<file path="config.mk">
export PLATFORM = sky130hd
export DESIGN_NAME = tcam_reg_cfg_if
export DESIGN_NICKNAME = d
export VERILOG_FILES = /design/src/rtl/tcam_cfg_pkg.sv /design/src/rtl/tcam_stage_regs.sv /design/src/rtl/tcam_reg_cfg_if.sv
export SDC_FILE = /design/constraint.sdc
export NUM_CORES = 1
export LEC_CHECK = 0
export CORE_MARGIN = 2
export CORE_UTILIZATION = 40
export CTS_CLUSTER_DIAMETER = 60
export CTS_CLUSTER_SIZE = 8
export DETAILED_ROUTE_END_ITERATION = 10
export GPL_ROUTABILITY_DRIVEN = 0
export HOLD_SLACK_MARGIN = 0.02
export PLACE_DENSITY = 0.75
export REMOVE_ABC_BUFFERS = 1
export SLEW_MARGIN = 25
export SYNTH_ARGS = -nofsm -noshare
export SYNTH_HDL_FRONTEND = slang
export SYNTH_SLANG_ARGS = --single-unit
</file>
<file path="constraint.sdc">
create_clock -name clk -period 15.7 [get_ports clk]
set_input_delay 3.925 -clock clk [delete_from_list [all_inputs] [get_ports clk]]
set_output_delay 3.925 -clock clk [all_outputs]
set_load 0.005 [all_outputs]
</file>
<file path="src/rtl/tcam_cfg_pkg.sv">
// Shared constants, command encodings and FSM states for the TCAM register
// configuration slave.
package tcam_cfg_pkg;

  localparam int LOOK_UP_DATA_WIDTH = 144;
  localparam int ACTION_WIDTH       = 24;
  localparam int REG_ADDR_BUS_WIDTH = 8;
  localparam int REG_DATA_BUS_WIDTH = 16;
  localparam int TCAM_INDEX_WIDTH   = 6;

  localparam int KEY_WORDS = LOOK_UP_DATA_WIDTH / REG_DATA_BUS_WIDTH;
  localparam int ACT_WORDS = 2;
  localparam int FILL_BITS = 2 * KEY_WORDS + ACT_WORDS;

  localparam logic [REG_ADDR_BUS_WIDTH-1:0] ADDR_KEY  = 8'h00;
  localparam logic [REG_ADDR_BUS_WIDTH-1:0] ADDR_MASK = 8'h10;
  localparam logic [REG_ADDR_BUS_WIDTH-1:0] ADDR_ACT  = 8'h20;
  localparam logic [REG_ADDR_BUS_WIDTH-1:0] ADDR_IDX  = 8'h28;
  localparam logic [REG_ADDR_BUS_WIDTH-1:0] ADDR_CMD  = 8'h30;

  localparam logic [2:0] CMD_WRITE = 3'b000;
  localparam logic [2:0] CMD_INVAL = 3'b001;
  localparam logic [2:0] CMD_CLEAR = 3'b010;

  localparam logic [1:0] TYPE_WRITE = 2'b00;
  localparam logic [1:0] TYPE_INVAL = 2'b01;

  typedef enum logic [1:0] {
    ST_IDLE  = 2'd0,
    ST_ISSUE = 2'd1,
    ST_WAIT  = 2'd2
  } state_t;

  // Offsets rely on 8-bit wrap so addresses below a base fall out of range.
  function automatic logic addr_mapped(input logic [REG_ADDR_BUS_WIDTH-1:0] a);
    logic [REG_ADDR_BUS_WIDTH-1:0] key_off, mask_off, act_off;
    key_off  = a - ADDR_KEY;
    mask_off = a - ADDR_MASK;
    act_off  = a - ADDR_ACT;
    return (key_off < 8'(KEY_WORDS)) || (mask_off < 8'(KEY_WORDS)) ||
           (act_off < 8'(ACT_WORDS)) || (a == ADDR_IDX) || (a == ADDR_CMD);
  endfunction

endpackage

</file>
<file path="src/rtl/tcam_stage_regs.sv">
// Word-addressed staging registers for key, mask, action and entry index,
// with a per-word filled vector.
module tcam_stage_regs
  import tcam_cfg_pkg::*;
(
  input  logic                          clk,
  input  logic                          rst,
  input  logic                          wr_en,
  input  logic [REG_ADDR_BUS_WIDTH-1:0] addr,
  input  logic [REG_DATA_BUS_WIDTH-1:0] din,
  input  logic                          clr_filled,
  input  logic                          idx_inc,
  output logic [LOOK_UP_DATA_WIDTH-1:0] key,
  output logic [LOOK_UP_DATA_WIDTH-1:0] mask,
  output logic [ACTION_WIDTH-1:0]       action,
  output logic [TCAM_INDEX_WIDTH-1:0]   index,
  output logic [FILL_BITS-1:0]          filled
);

  // Clear and write never coincide: clears come from command writes or
  // completions, and staging writes are blocked while a command is in flight.
  always_ff @(posedge clk or posedge rst) begin
    if (rst) begin
      key    <= '0;
      mask   <= '0;
      action <= '0;
      index  <= '0;
      filled <= '0;
    end else begin
      if (clr_filled) filled <= '0;
      if (idx_inc) index <= index + 1'b1;
      for (int k = 0; k < KEY_WORDS; k++) begin
        if (wr_en && addr == ADDR_KEY + 8'(k)) begin
          key[k*REG_DATA_BUS_WIDTH +: REG_DATA_BUS_WIDTH] <= din;
          filled[k] <= 1'b1;
        end
        if (wr_en && addr == ADDR_MASK + 8'(k)) begin
          mask[k*REG_DATA_BUS_WIDTH +: REG_DATA_BUS_WIDTH] <= din;
          filled[KEY_WORDS+k] <= 1'b1;
        end
      end
      if (wr_en && addr == ADDR_ACT) begin
        action[REG_DATA_BUS_WIDTH-1:0] <= din;
        filled[2*KEY_WORDS] <= 1'b1;
      end
      // Only the low byte of the second action word is meaningful.
      if (wr_en && addr == ADDR_ACT + 8'd1) begin
        action[ACTION_WIDTH-1:REG_DATA_BUS_WIDTH] <= din[ACTION_WIDTH-REG_DATA_BUS_WIDTH-1:0];
        filled[2*KEY_WORDS+1] <= 1'b1;
      end
      if (wr_en && addr == ADDR_IDX) index <= din[TCAM_INDEX_WIDTH-1:0];
    end
  end

endmodule

</file>
<file path="src/rtl/tcam_reg_cfg_if.sv">
// Register-bus slave that stages TCAM entry data and issues one entry
// command per command write over a valid/ready handshake.
module tcam_reg_cfg_if
  import tcam_cfg_pkg::*;
(
  input  logic                          clk,
  input  logic                          rst,
  input  logic                          i_reg_bus_we,
  input  logic [REG_ADDR_BUS_WIDTH-1:0] i_reg_bus_we_addr,
  input  logic [REG_DATA_BUS_WIDTH-1:0] i_reg_bus_we_din,
  input  logic                          i_reg_bus_we_din_v,
  output logic                          o_tcam_busy,
  output logic                          o_tcam_cmd_valid,
  input  logic                          i_tcam_cmd_ready,
  output logic [1:0]                    o_tcam_cmd_type,
  output logic [TCAM_INDEX_WIDTH-1:0]   o_tcam_index,
  output logic [LOOK_UP_DATA_WIDTH-1:0] o_tcam_key,
  output logic [LOOK_UP_DATA_WIDTH-1:0] o_tcam_mask,
  output logic [ACTION_WIDTH-1:0]       o_tcam_action,
  input  logic                          i_tcam_done,
  output logic [15:0]                   o_wr_cnt,
  output logic [15:0]                   o_err_cnt
);

  state_t state, next_state;
  logic [1:0] cmd_type, issue_type;
  logic [FILL_BITS-1:0] filled;
  logic accepted, mapped, is_cmd, stage_we;
  logic issue, err_inc, clr_local, complete, write_done;

  assign accepted   = i_reg_bus_we && i_reg_bus_we_din_v;
  assign mapped     = addr_mapped(i_reg_bus_we_addr);
  assign is_cmd     = i_reg_bus_we_addr == ADDR_CMD;
  assign stage_we   = accepted && (state == ST_IDLE) && !is_cmd;
  assign write_done = complete && (cmd_type == TYPE_WRITE);

  assign o_tcam_busy      = state != ST_IDLE;
  assign o_tcam_cmd_valid = state == ST_ISSUE;
  assign o_tcam_cmd_type  = cmd_type;

  tcam_stage_regs u_stage (
    .clk        (clk),
    .rst        (rst),
    .wr_en      (stage_we),
    .addr       (i_reg_bus_we_addr),
    .din        (i_reg_bus_we_din),
    .clr_filled (clr_local || write_done),
    .idx_inc    (write_done),
    .key        (o_tcam_key),
    .mask       (o_tcam_mask),
    .action     (o_tcam_action),
    .index      (o_tcam_index),
    .filled     (filled)
  );

  // Command decode only happens in IDLE; any mapped access outside IDLE is an error.
  always_comb begin
    next_state = state;
    issue      = 1'b0;
    issue_type = TYPE_WRITE;
    err_inc    = 1'b0;
    clr_local  = 1'b0;
    complete   = 1'b0;
    case (state)
      ST_IDLE: begin
        if (accepted && is_cmd) begin
          case (i_reg_bus_we_din[2:0])
            CMD_WRITE: begin
              if (&filled) issue = 1'b1;
              else err_inc = 1'b1;
            end
            CMD_INVAL: begin
              issue      = 1'b1;
              issue_type = TYPE_INVAL;
            end
            CMD_CLEAR: clr_local = 1'b1;
            default:   err_inc = 1'b1;
          endcase
          if (issue) next_state = ST_ISSUE;
        end
      end
      ST_ISSUE: begin
        if (i_tcam_cmd_ready) begin
          complete   = i_tcam_done;
          next_state = i_tcam_done ? ST_IDLE : ST_WAIT;
        end
      end
      ST_WAIT: begin
        if (i_tcam_done) begin
          complete   = 1'b1;
          next_state = ST_IDLE;
        end
      end
      default: next_state = ST_IDLE;
    endcase
    if (accepted && mapped && state != ST_IDLE) err_inc = 1'b1;
  end

  always_ff @(posedge clk or posedge rst) begin
    if (rst) begin
      state     <= ST_IDLE;
      cmd_type  <= TYPE_WRITE;
      o_wr_cnt  <= '0;
      o_err_cnt <= '0;
    end else begin
      state <= next_state;
      if (issue) cmd_type <= issue_type;
      if (write_done && o_wr_cnt != 16'hFFFF) o_wr_cnt <= o_wr_cnt + 1'b1;
      if (err_inc && o_err_cnt != 16'hFFFF) o_err_cnt <= o_err_cnt + 1'b1;
    end
  end

endmodule

</file>
==> results of run 1 <==
[cells in the final DEF, fill, tap and decap left out, types with 2 or more instances in the layout]
cell / synthesis / layout
a21o_1: 7 / 7
a21oi_1: 4 / 4
and3_1: 6 / 5
and4_1: 5 / 5
buf_4: 3 / 8
clkbuf_16: 0 / 54
clkdlybuf4s50_1: 0 / 381
dfrtp_1: 373 / 373
ha_1: 9 / 9
inv_1: 11 / 10
mux2_2: 315 / 315
mux2_4: 2 / 2
mux2i_1: 2 / 2
nand2_1: 56 / 55
nand2_2: 6 / 7
nand2b_1: 2 / 2
nand3_1: 15 / 13
nand3_2: 1 / 3
nand4_1: 16 / 16
nand4b_1: 2 / 2
nor2_1: 15 / 15
nor2_2: 7 / 5
nor2_4: 1 / 3
nor2b_1: 4 / 4
nor3_2: 9 / 9
nor3_4: 3 / 3
nor4_4: 2 / 2
nor4b_2: 2 / 2
o211ai_1: 2 / 2
o21ai_0: 6 / 6
xnor2_1: 17 / 17
xor2_1: 21 / 21
[area by class of cell]
cell class / count / area (sq um) / area share [%]
Antenna cell: 1 / 2.502 / 0.01217
Clock buffer: 56 / 1369 / 6.659
Clock inverter: 3 / 28.78 / 0.1400
Inverter: 12 / 52.55 / 0.2557
Multi-Input combinational cell: 556 / 5265 / 25.61
Sequential cell: 373 / 9334 / 45.41
Tap cell: 468 / 585.6 / 2.849
Timing Repair Buffer: 392 / 3918 / 19.06
[worst paths after layout]
path                                                    start                       endpoint  slack (ps)  depth (start not counted)
worst max-delay path                             i_reg_bus_we  u_stage.mask[124]$_DFFE_PP0P_        9570                          7
worst min-delay path            u_stage.filled[5]$_DFFE_PP0P_  u_stage.filled[5]$_DFFE_PP0P_         480                          2
worst max register to register           state[0]$_DFFE_PP0P_    u_stage.key[51]$_DFFE_PP0P_       12850                          7
worst min register to register  u_stage.filled[5]$_DFFE_PP0P_  u_stage.filled[5]$_DFFE_PP0P_         480                          2
max in group asynchronous                                 rst  u_stage.action[4]$_DFFE_PP0P_        9660                          5
min in group asynchronous                                 rst   u_stage.mask[64]$_DFFE_PP0P_        3820                          2
[tightest hold or removal path: cells and delay by family, from the launching register on]
kind	cells	cell delay [ps]
simple gates	2	110
flops	1	340
[layer usage]
layer	vias to the layer above	share of wire (%)
met5	-	0
met2	313	48
li1	4237	-
met3	67	7.9
met1	5009	42
met4	0	2.7
[registers in the layout (all words and copies together), names as in the netlist]
signal	cells
o_err_cnt	16
state	2
o_tcam_cmd_type	1
u_stage.index	6
o_wr_cnt	16
u_stage.mask	144
u_stage.action	24
u_stage.filled	20
u_stage.key	144
[metrics by stage]
stage,area [sq um],util [%]
2_1_floorplan,14620,-
4_1_cts,20510,55.89
5_1_grt,20550,56.00
3_3_place_gp,19100,52.06
3_5_place_dp,19110,52.08
6_report,20550,56.01
[power breakdown]
group / switching [mW] / internal [mW]
sequential: 0.0208 / 0.992
combinational: 0.0727 / 0.0764
clock: 0.387 / 0.604
total: 0.480 / 1.67
[cells by family (layout without fill, tap and decap cells)]
logic type / after synthesis / after routing / share of synthesized area [%]
AO/OA/AOI/OAI: 25 / 25 / 1.224
XOR/XNOR: 38 / 38 / 2.230
adder cells (fa/ha/maj): 9 / 9 / 0.7545
buffers and inverters: 76 / 463 / 2.347
flip-flops: 373 / 373 / 62.54
multiplexers: 319 / 319 / 24.10
other: 1 / 2 / 0.02512
AND/OR/NAND/NOR: 164 / 164 / 6.782
==> results.py, run 1 <==
metrics = {
    "detailed_routing": {
        "wirelength_microns": 41140,
        "postRouteAntennaNets": 0,
        "viasPerCell": 5.172,
        "wl_per_cell_microns": 22.11,
        "drt_iter0_markers": 295,
        "first_pass_iters": 4,
        "drcViolationCount": 0,
        "num_vias": 9626,
    },
    "cells_and_area": {
        "fillCellCount": 2980,
        "finalNonFillerCells": 1861,
        "area_growth_pct": 37.71,
        "drive_gt1_share_pct": 30.89,
        "final_nets": 1427,
    },
    "timing": {
        "max_clock_freq_mhz": 163.0,
        "slew_headroom_pct": 32.80,
        "setup_viol": 0,
        "finalMaxSlewViolations": 0,
        "rsz0062_at_grt": "no",
        "hold_violations": 0,
        "holdWs_ps": 475.7,
        "setup_ws_ps": 9566,
        "finalClockSkew_ps": 19.60,
        "worstMarginPinSlew_ps": 1005,
        "min_period_over_period_pct": 39.07,
        "tns_ps": 0,
        "finalCriticalPeriod_ps": 6134,
    },
    "synthesis": {
        "yosysSeqAreaShare_pct": 62.54,
        "yosys_register_bits": 373,
        "ys_warn_count": 0,
        "synth_top_area_cell": "dfrtp_1",
        "yosysMostFrequentCell": "dfrtp_1",
        "avgSynthCellArea_sq_um": 14.85,
        "yosysUniqueCellTypes": 55,
        "synth_edf_count": 0,
        "synth_common_cells": "dfrtp_1 (373), mux2_2 (315), nand2_1 (56), clkbuf_1 (26), buf_2 (24)",
        "synth-async-reset-ratio_pct": 100.0,
        "synth_area_leaders": "dfrtp_1 (63%), mux2_2 (24%), nand2_1 (1.4%)",
        "synth_top_area_share_pct": 62.54,
        "syn_inst": 1005,
        "synthFlopType": "dfrtp_1",
        "netlist_area_sq_um": 14930,
    },
    "placement": {
        "dpl.hpwl_microns": 27230,
        "pre_cts_slack_ps": 8626,
        "dp.cells": 1800,
        "portBuffers": 382,
    },
    "worst_hold_path": {
        "hold_path_class": "flop to flop",
    },
    "power_and_ir_drop": {
        "ir_drop_uv": 86.58,
        "leakage_nw": 9.862,
        "p_per_area_nw_per_um2": 104.7,
        "total_power_mw": 2.153,
    },
    "run": {
        "maxCapViolCount": 0,
    },
    "global_routing": {
        "grt_pass1_vias": 10260,
        "grt_pass1_wl_microns": 63180,
        "grt.met1_usage_pct": 26.99,
        "grt_overflow": 0,
        "met2_usage_pct": 34.93,
        "track_usage_pct": 21.51,
        "use_met3_pct": 7.615,
        "grt_max_degree": 135,
        "antenna_found_initial": 0,
        "top_usage_layer": "met2",
    },
    "floorplan": {
        "coreArea_sq_um": 36700,
        "dieArea_sq_um": 38880,
        "fp.dieW_microns": 197.2,
        "die_h_microns": 197.2,
        "row_count": 70,
        "ios": 384,
        "initial_core_util_pct": 40.67,
    },
    "clocking": {
        "clock_sinks": 373,
        "cts_root_buf": "clkbuf_16",
        "numCtsBuffers": 53,
        "path_clk_slew_ps": 50,
        "insertion_delay_ps": 570,
        "cts_max_level": 2,
        "cts_tree": "yes",
        "postCtsHoldBufs": 0,
        "clockBufferDepth": 3,
        "ctsResizeCount": 0,
        "post_cts_buffers": 0,
    },
    "setup_path": {
        "cpMaxStageDelayCell": "nand3_2",
        "critPathKind": "input pin to flop",
        "worstPathArrival_ps": 6580,
        "cp.buffers_inverters": 1,
        "cp_cell_sequence": "clkdlybuf4s50_1 > nand2_1 > nor2_1 > and4_1 > nor2b_1 > nand3_2 > mux2_2",
        "end_kind": "flop",
        "max_stage_delay_ps": 550,
        "path_max_fanout": 17,
        "critical-path-top-delay-family": "simple AND/OR/NAND/NOR gates",
        "crit_path_start_kind": "input pin",
        "required_ps": 16150,
    },
    "run_status": {
        "status": "complete, no violations",
    },
}
Note: power is estimated with default switching activity, not from simulation.
==> inputs of run 2 (changes only) <==
Clock period 15.7 ns to 6.14 ns, I/O delays scaled along.
==> results.py, run 2 (same netlist as run 1, synthesis figures left out) <==
metrics = {
    "clocking": {
        "post_cts_buffers": 0,
        "numCtsBuffers": 53,
        "clockBufferDepth": 3,
        "cts_max_level": 2,
        "insertion_delay_ps": 590,
        "postCtsHoldBufs": 0,
        "path_clk_slew_ps": 50,
        "cts_tree": "yes",
        "ctsResizeCount": 0,
        "clock_sinks": 373,
        "cts_root_buf": "clkbuf_16",
    },
    "global_routing": {
        "grt.met1_usage_pct": 26.17,
        "antenna_found_initial": 0,
        "grt_max_degree": 128,
        "met2_usage_pct": 35.68,
        "grt_pass1_vias": 10320,
        "track_usage_pct": 21.58,
        "top_usage_layer": "met2",
        "grt_pass1_wl_microns": 63070,
        "use_met3_pct": 7.290,
        "grt_overflow": 0,
    },
    "placement": {
        "placed_area_sq_um": 19130,
        "portBuffers": 382,
        "dpl.hpwl_microns": 27400,
    },
    "run_status": {
        "status": "complete, no violations",
    },
    "timing": {
        "finalCriticalPeriod_ps": 3682,
        "hold_violations": 0,
        "setup_viol": 0,
        "min_period_over_period_pct": 59.96,
        "finalMaxSlewViolations": 0,
        "max_clock_freq_mhz": 271.6,
        "rsz0062_at_grt": "no",
        "worstMarginPinSlew_ps": 1021,
        "holdWs_ps": 473.8,
        "tns_ps": 0,
        "slew_headroom_pct": 31.73,
        "finalClockSkew_ps": 14.22,
    },
    "floorplan": {
        "coreArea_sq_um": 36700,
        "initial_core_util_pct": 40.67,
        "row_count": 70,
        "dieArea_sq_um": 38880,
        "ios": 384,
        "fp.dieW_microns": 197.2,
        "die_h_microns": 197.2,
    },
    "cells_and_area": {
        "area_growth_pct": 37.93,
        "final_nets": 1427,
        "final_cell_mix": "clkdlybuf4s50_1 (381), dfrtp_1 (373), mux2_2 (315)",
        "reg_top3": "u_stage.key x144, u_stage.mask x144, u_stage.action x24",
        "final_area_sq_um": 20590,
        "diodes": 0,
        "drive_gt1_share_pct": 30.87,
        "layout_commonest_cell": "clkdlybuf4s50_1",
    },
    "detailed_routing": {
        "drt_iter0_markers": 341,
        "drcViolationCount": 0,
        "postRouteAntennaNets": 0,
        "wl_per_cell_microns": 22.31,
        "num_vias": 9682,
        "wirelength_microns": 41510,
        "viasPerCell": 5.203,
        "first_pass_iters": 5,
    },
    "setup_path": {
        "critPathKind": "input pin to flop",
        "crit_end": "o_err_cnt[1]$_DFFE_PP0P_",
        "cp-startpoint": "i_reg_bus_we_addr[1]",
        "end_kind": "flop",
        "rr_worst_depth": 8,
        "rr_startpoint": "state[1]$_DFFE_PP0P_",
        "required_ps": 6600,
        "rr_endpoint": "u_stage.key[57]$_DFFE_PP0P_",
        "worstPathArrival_ps": 4140,
        "crit_path_start_kind": "input pin",
        "worst-r2r-setup-slack_ps": 3460,
        "path_max_fanout": 11,
    },
    "power_and_ir_drop": {
        "leakage_nw": 9.880,
        "p_per_area_nw_per_um2": 269.2,
        "ir_drop_uv": 208.0,
    },
    "worst_hold_path": {
        "hold_path_class": "flop to flop",
        "hold_start": "u_stage.filled[8]$_DFFE_PP0P_",
        "hold_depth": 1,
    },
    "run": {
        "maxCapViolCount": 0,
    },
}
==> run 2: changes by cell type in the layout (fill, tap and decap cells not counted), sizes merged <==
cell | before | now
clkinvlp | 1 | 0
diode | 1 | 0
clkbuf | 56 | 57
inv | 12 | 13
==> run 2: worst min path at each step <==
stage / end / slack, ps
floorplan: u_stage.filled[16]$_DFFE_PP0P_ / 450
global placement: u_stage.filled[9]$_DFFE_PP0P_ / 460
detailed placement: u_stage.filled[7]$_DFFE_PP0P_ / 470
CTS: u_stage.filled[2]$_DFFE_PP0P_ / 480
global route: u_stage.filled[2]$_DFFE_PP0P_ / 490
finish: u_stage.filled[8]$_DFFE_PP0P_ / 470
==> run 2: critical path: stages <==
cell             delay [ps]
clkdlybuf4s50_1         650
nor3_2                  390
o21ai_0                 170
o211ai_1                360
nand2_1                 440
nor2_2                  270
mux2_4                  320
==> run 2: stage by stage <==
step           setup WS, ps  instances  utilization (%)  power, mW
2_1_floorplan         -5754        941                -      2.757
4_1_cts                2520       1860            56.03      5.613
6_report               2458       1861            56.10      5.542
3_5_place_dp           1909       1800            52.14      3.014
3_3_place_gp           1955       1800            52.13      3.004
5_1_grt                2325       1861            56.10      5.754
==> run 2: where the power goes <==
| group | internal (mW) | total, mW | switching, mW |
|---|---|---|---|
| registers | 2.54 | 2.59 | 0.0520 |
| clock network | 1.56 | 2.57 | 1.01 |
| logic | 0.195 | 0.382 | 0.187 |
| total | 4.30 | 5.54 | 1.25 |
==> run 2: layer usage <==
layer | vias to the layer above | wire, microns
met1 | 5048 | 16460
met3 | 72 | 3470
li1 | 4231 | -
met2 | 331 | 20340
met5 | - | 0
met4 | 0 | 1245
==> run 2: layout make-up <==
type | instances | area (sq um)
Clock buffer | 57 | 1383
Clock inverter | 3 | 45.04
Fill cell | 2913 | 16110
Inverter | 12 | 52.55
Multi-Input combinational cell | 556 | 5261
Sequential cell | 373 | 9334
Tap cell | 468 | 585.6
Timing Repair Buffer | 392 | 3926
==> inputs of run 3 (changes only) <==
Settings changed: PLACE_DENSITY 0.75 to 0.77.
Clock period 6.14 ns to 3.32 ns, I/O delays scaled along.
==> results.py, run 3 (same netlist as run 1, synthesis figures left out) <==
metrics = {
    "setup_path": {
        "path_max_fanout": 5,
        "cp.buffers_inverters": 3,
        "critPathKind": "flop to output pin",
        "cp_cell_sequence": "inv_1 > ha_1 > inv_2 > clkdlybuf4s50_1",
        "max_stage_delay_ps": 530,
        "required_ps": 2490,
        "critical-path-top-delay-family": "buffers and inverters",
        "crit_path_start_kind": "flop",
        "end_kind": "output pin",
        "cpMaxStageDelayCell": "clkdlybuf4s50_1",
        "worstPathArrival_ps": 1990,
    },
    "floorplan": {
        "coreArea_sq_um": 36700,
        "dieArea_sq_um": 38880,
        "row_count": 70,
        "fp.dieW_microns": 197.2,
        "initial_core_util_pct": 40.67,
        "die_h_microns": 197.2,
        "ios": 384,
    },
    "cells_and_area": {
        "final_nets": 1460,
        "diodes": 0,
        "drive_gt1_share_pct": 32.09,
        "fillCellCount": 2896,
        "layout_commonest_cell": "clkdlybuf4s50_1",
        "multi_input_area_sq_um": 5241,
        "reg_top3": "u_stage.key x144, u_stage.mask x144, u_stage.action x24",
        "final_cell_mix": "clkdlybuf4s50_1 (382), dfrtp_1 (373), mux2_2 (315)",
        "area_growth_pct": 39.74,
        "utilization_pct": 56.84,
        "seqCellArea_sq_um": 9334,
    },
    "detailed_routing": {
        "viasPerCell": 5.184,
        "wl_per_cell_microns": 22.48,
        "num_vias": 9808,
        "drcViolationCount": 0,
        "first_pass_iters": 4,
        "postRouteAntennaNets": 0,
        "wirelength_microns": 42530,
        "drt_iter0_markers": 338,
    },
    "timing": {
        "rsz0062_at_grt": "no",
        "min_period_over_period_pct": 84.94,
        "hold_violations": 0,
        "finalCriticalPeriod_ps": 2820,
        "setup_ws_ps": 500.0,
        "holdWs_ps": 473.7,
        "finalMaxSlewViolations": 0,
        "tns_ps": 0,
        "slew_headroom_pct": 37.71,
        "setup_viol": 0,
        "max_clock_freq_mhz": 354.6,
        "worstMarginPinSlew_ps": 931.5,
        "finalClockSkew_ps": 13.53,
    },
    "worst_hold_path": {
        "hold_path_class": "flop to flop",
    },
    "clocking": {
        "clock_sinks": 373,
        "cts_root_buf": "clkbuf_16",
        "insertion_delay_ps": 580,
        "clockBufferDepth": 3,
        "numCtsBuffers": 52,
        "cts_tree": "yes",
        "cts_max_level": 2,
        "post_cts_buffers": 0,
        "postCtsHoldBufs": 0,
        "ctsResizeCount": 0,
        "path_clk_slew_ps": 50,
    },
    "global_routing": {
        "grt_overflow": 0,
        "grt_pass1_wl_microns": 64970,
        "track_usage_pct": 22.15,
        "grt_max_degree": 67,
        "grt_pass1_vias": 10590,
        "antenna_found_initial": 0,
    },
    "power_and_ir_drop": {
        "p_per_area_nw_per_um2": 489.2,
        "ir_drop_uv": 438.6,
        "leakage_nw": 10.05,
    },
    "placement": {
        "portBuffers": 382,
        "dpl.hpwl_microns": 28810,
        "pre_cts_slack_ps": 42.69,
    },
    "run": {
        "maxCapViolCount": 0,
    },
    "run_status": {
        "status": "complete, no violations",
    },
}
run 3: area by class of cell:
class | instances | share of cell area [%]
timing repair buffer | 426 | 20.40
multi-input combinational | 556 | 25.13
clock buffer | 55 | 6.443
inverter | 12 | 0.2519
tap | 468 | 2.807
sequential | 373 | 44.75
clock inverter | 2 | 0.2220
run 3: path summary, 6_finish.rpt:
kind                                          startpoint                             to  slack (ps)  cells past startpoint
max reg2reg                         state[0]$_DFFE_PP0P_   u_stage.key[109]$_DFFE_PP0P_         760                      8
min                        u_stage.filled[3]$_DFFE_PP0P_  u_stage.filled[3]$_DFFE_PP0P_         470                      1
max in group asynchronous                            rst   u_stage.mask[16]$_DFFE_PP0P_        1810                      3
min in group asynchronous                            rst    u_stage.mask[1]$_DFFE_PP0P_         680                      2
max                                 state[0]$_DFFE_PP0P_                    o_tcam_busy         500                      4
min reg2reg                u_stage.filled[3]$_DFFE_PP0P_  u_stage.filled[3]$_DFFE_PP0P_         470                      1
run 3: through the flow:
step / power (mW) / std cells / area, sq um
final: 10.20 / 1892 / 20860
after detailed placement: 5.609 / 1835 / 19470
after global routing: 10.60 / 1892 / 20860
after global placement: 5.585 / 1835 / 19470
after CTS: 10.34 / 1892 / 20860
after floorplan: 5.099 / 941 / 14620
run 3: power by group:
group	switching (mW)	leakage [nW]	total (mW)	internal (mW)
Combinational	0.357	4.20	0.737	0.380
Clock	1.86	0.680	4.67	2.81
Sequential	0.101	5.16	4.79	4.69
Total	2.32	10.0	10.2	7.89
run 3: worst register-to-register path, cell delays in order, from the launching register on:
cell and delay [ps]:
dfrtp_1 400, inv_1 100, ha_1 280, inv_2 120, nor4_4 410, nand2_4 160
nor2_4 230, nand2_2 340, mux2_2 420
run 3: routing by layer:
layer  GRT usage, %  vias to the layer above  routed length (microns)
met5              0                        -                        0
met4          10.53                        0                     1791
met3          7.444                      104                     3566
met2          35.09                      355                    19760
met1          27.40                     5033                    17410
li1               -                     4316                        -
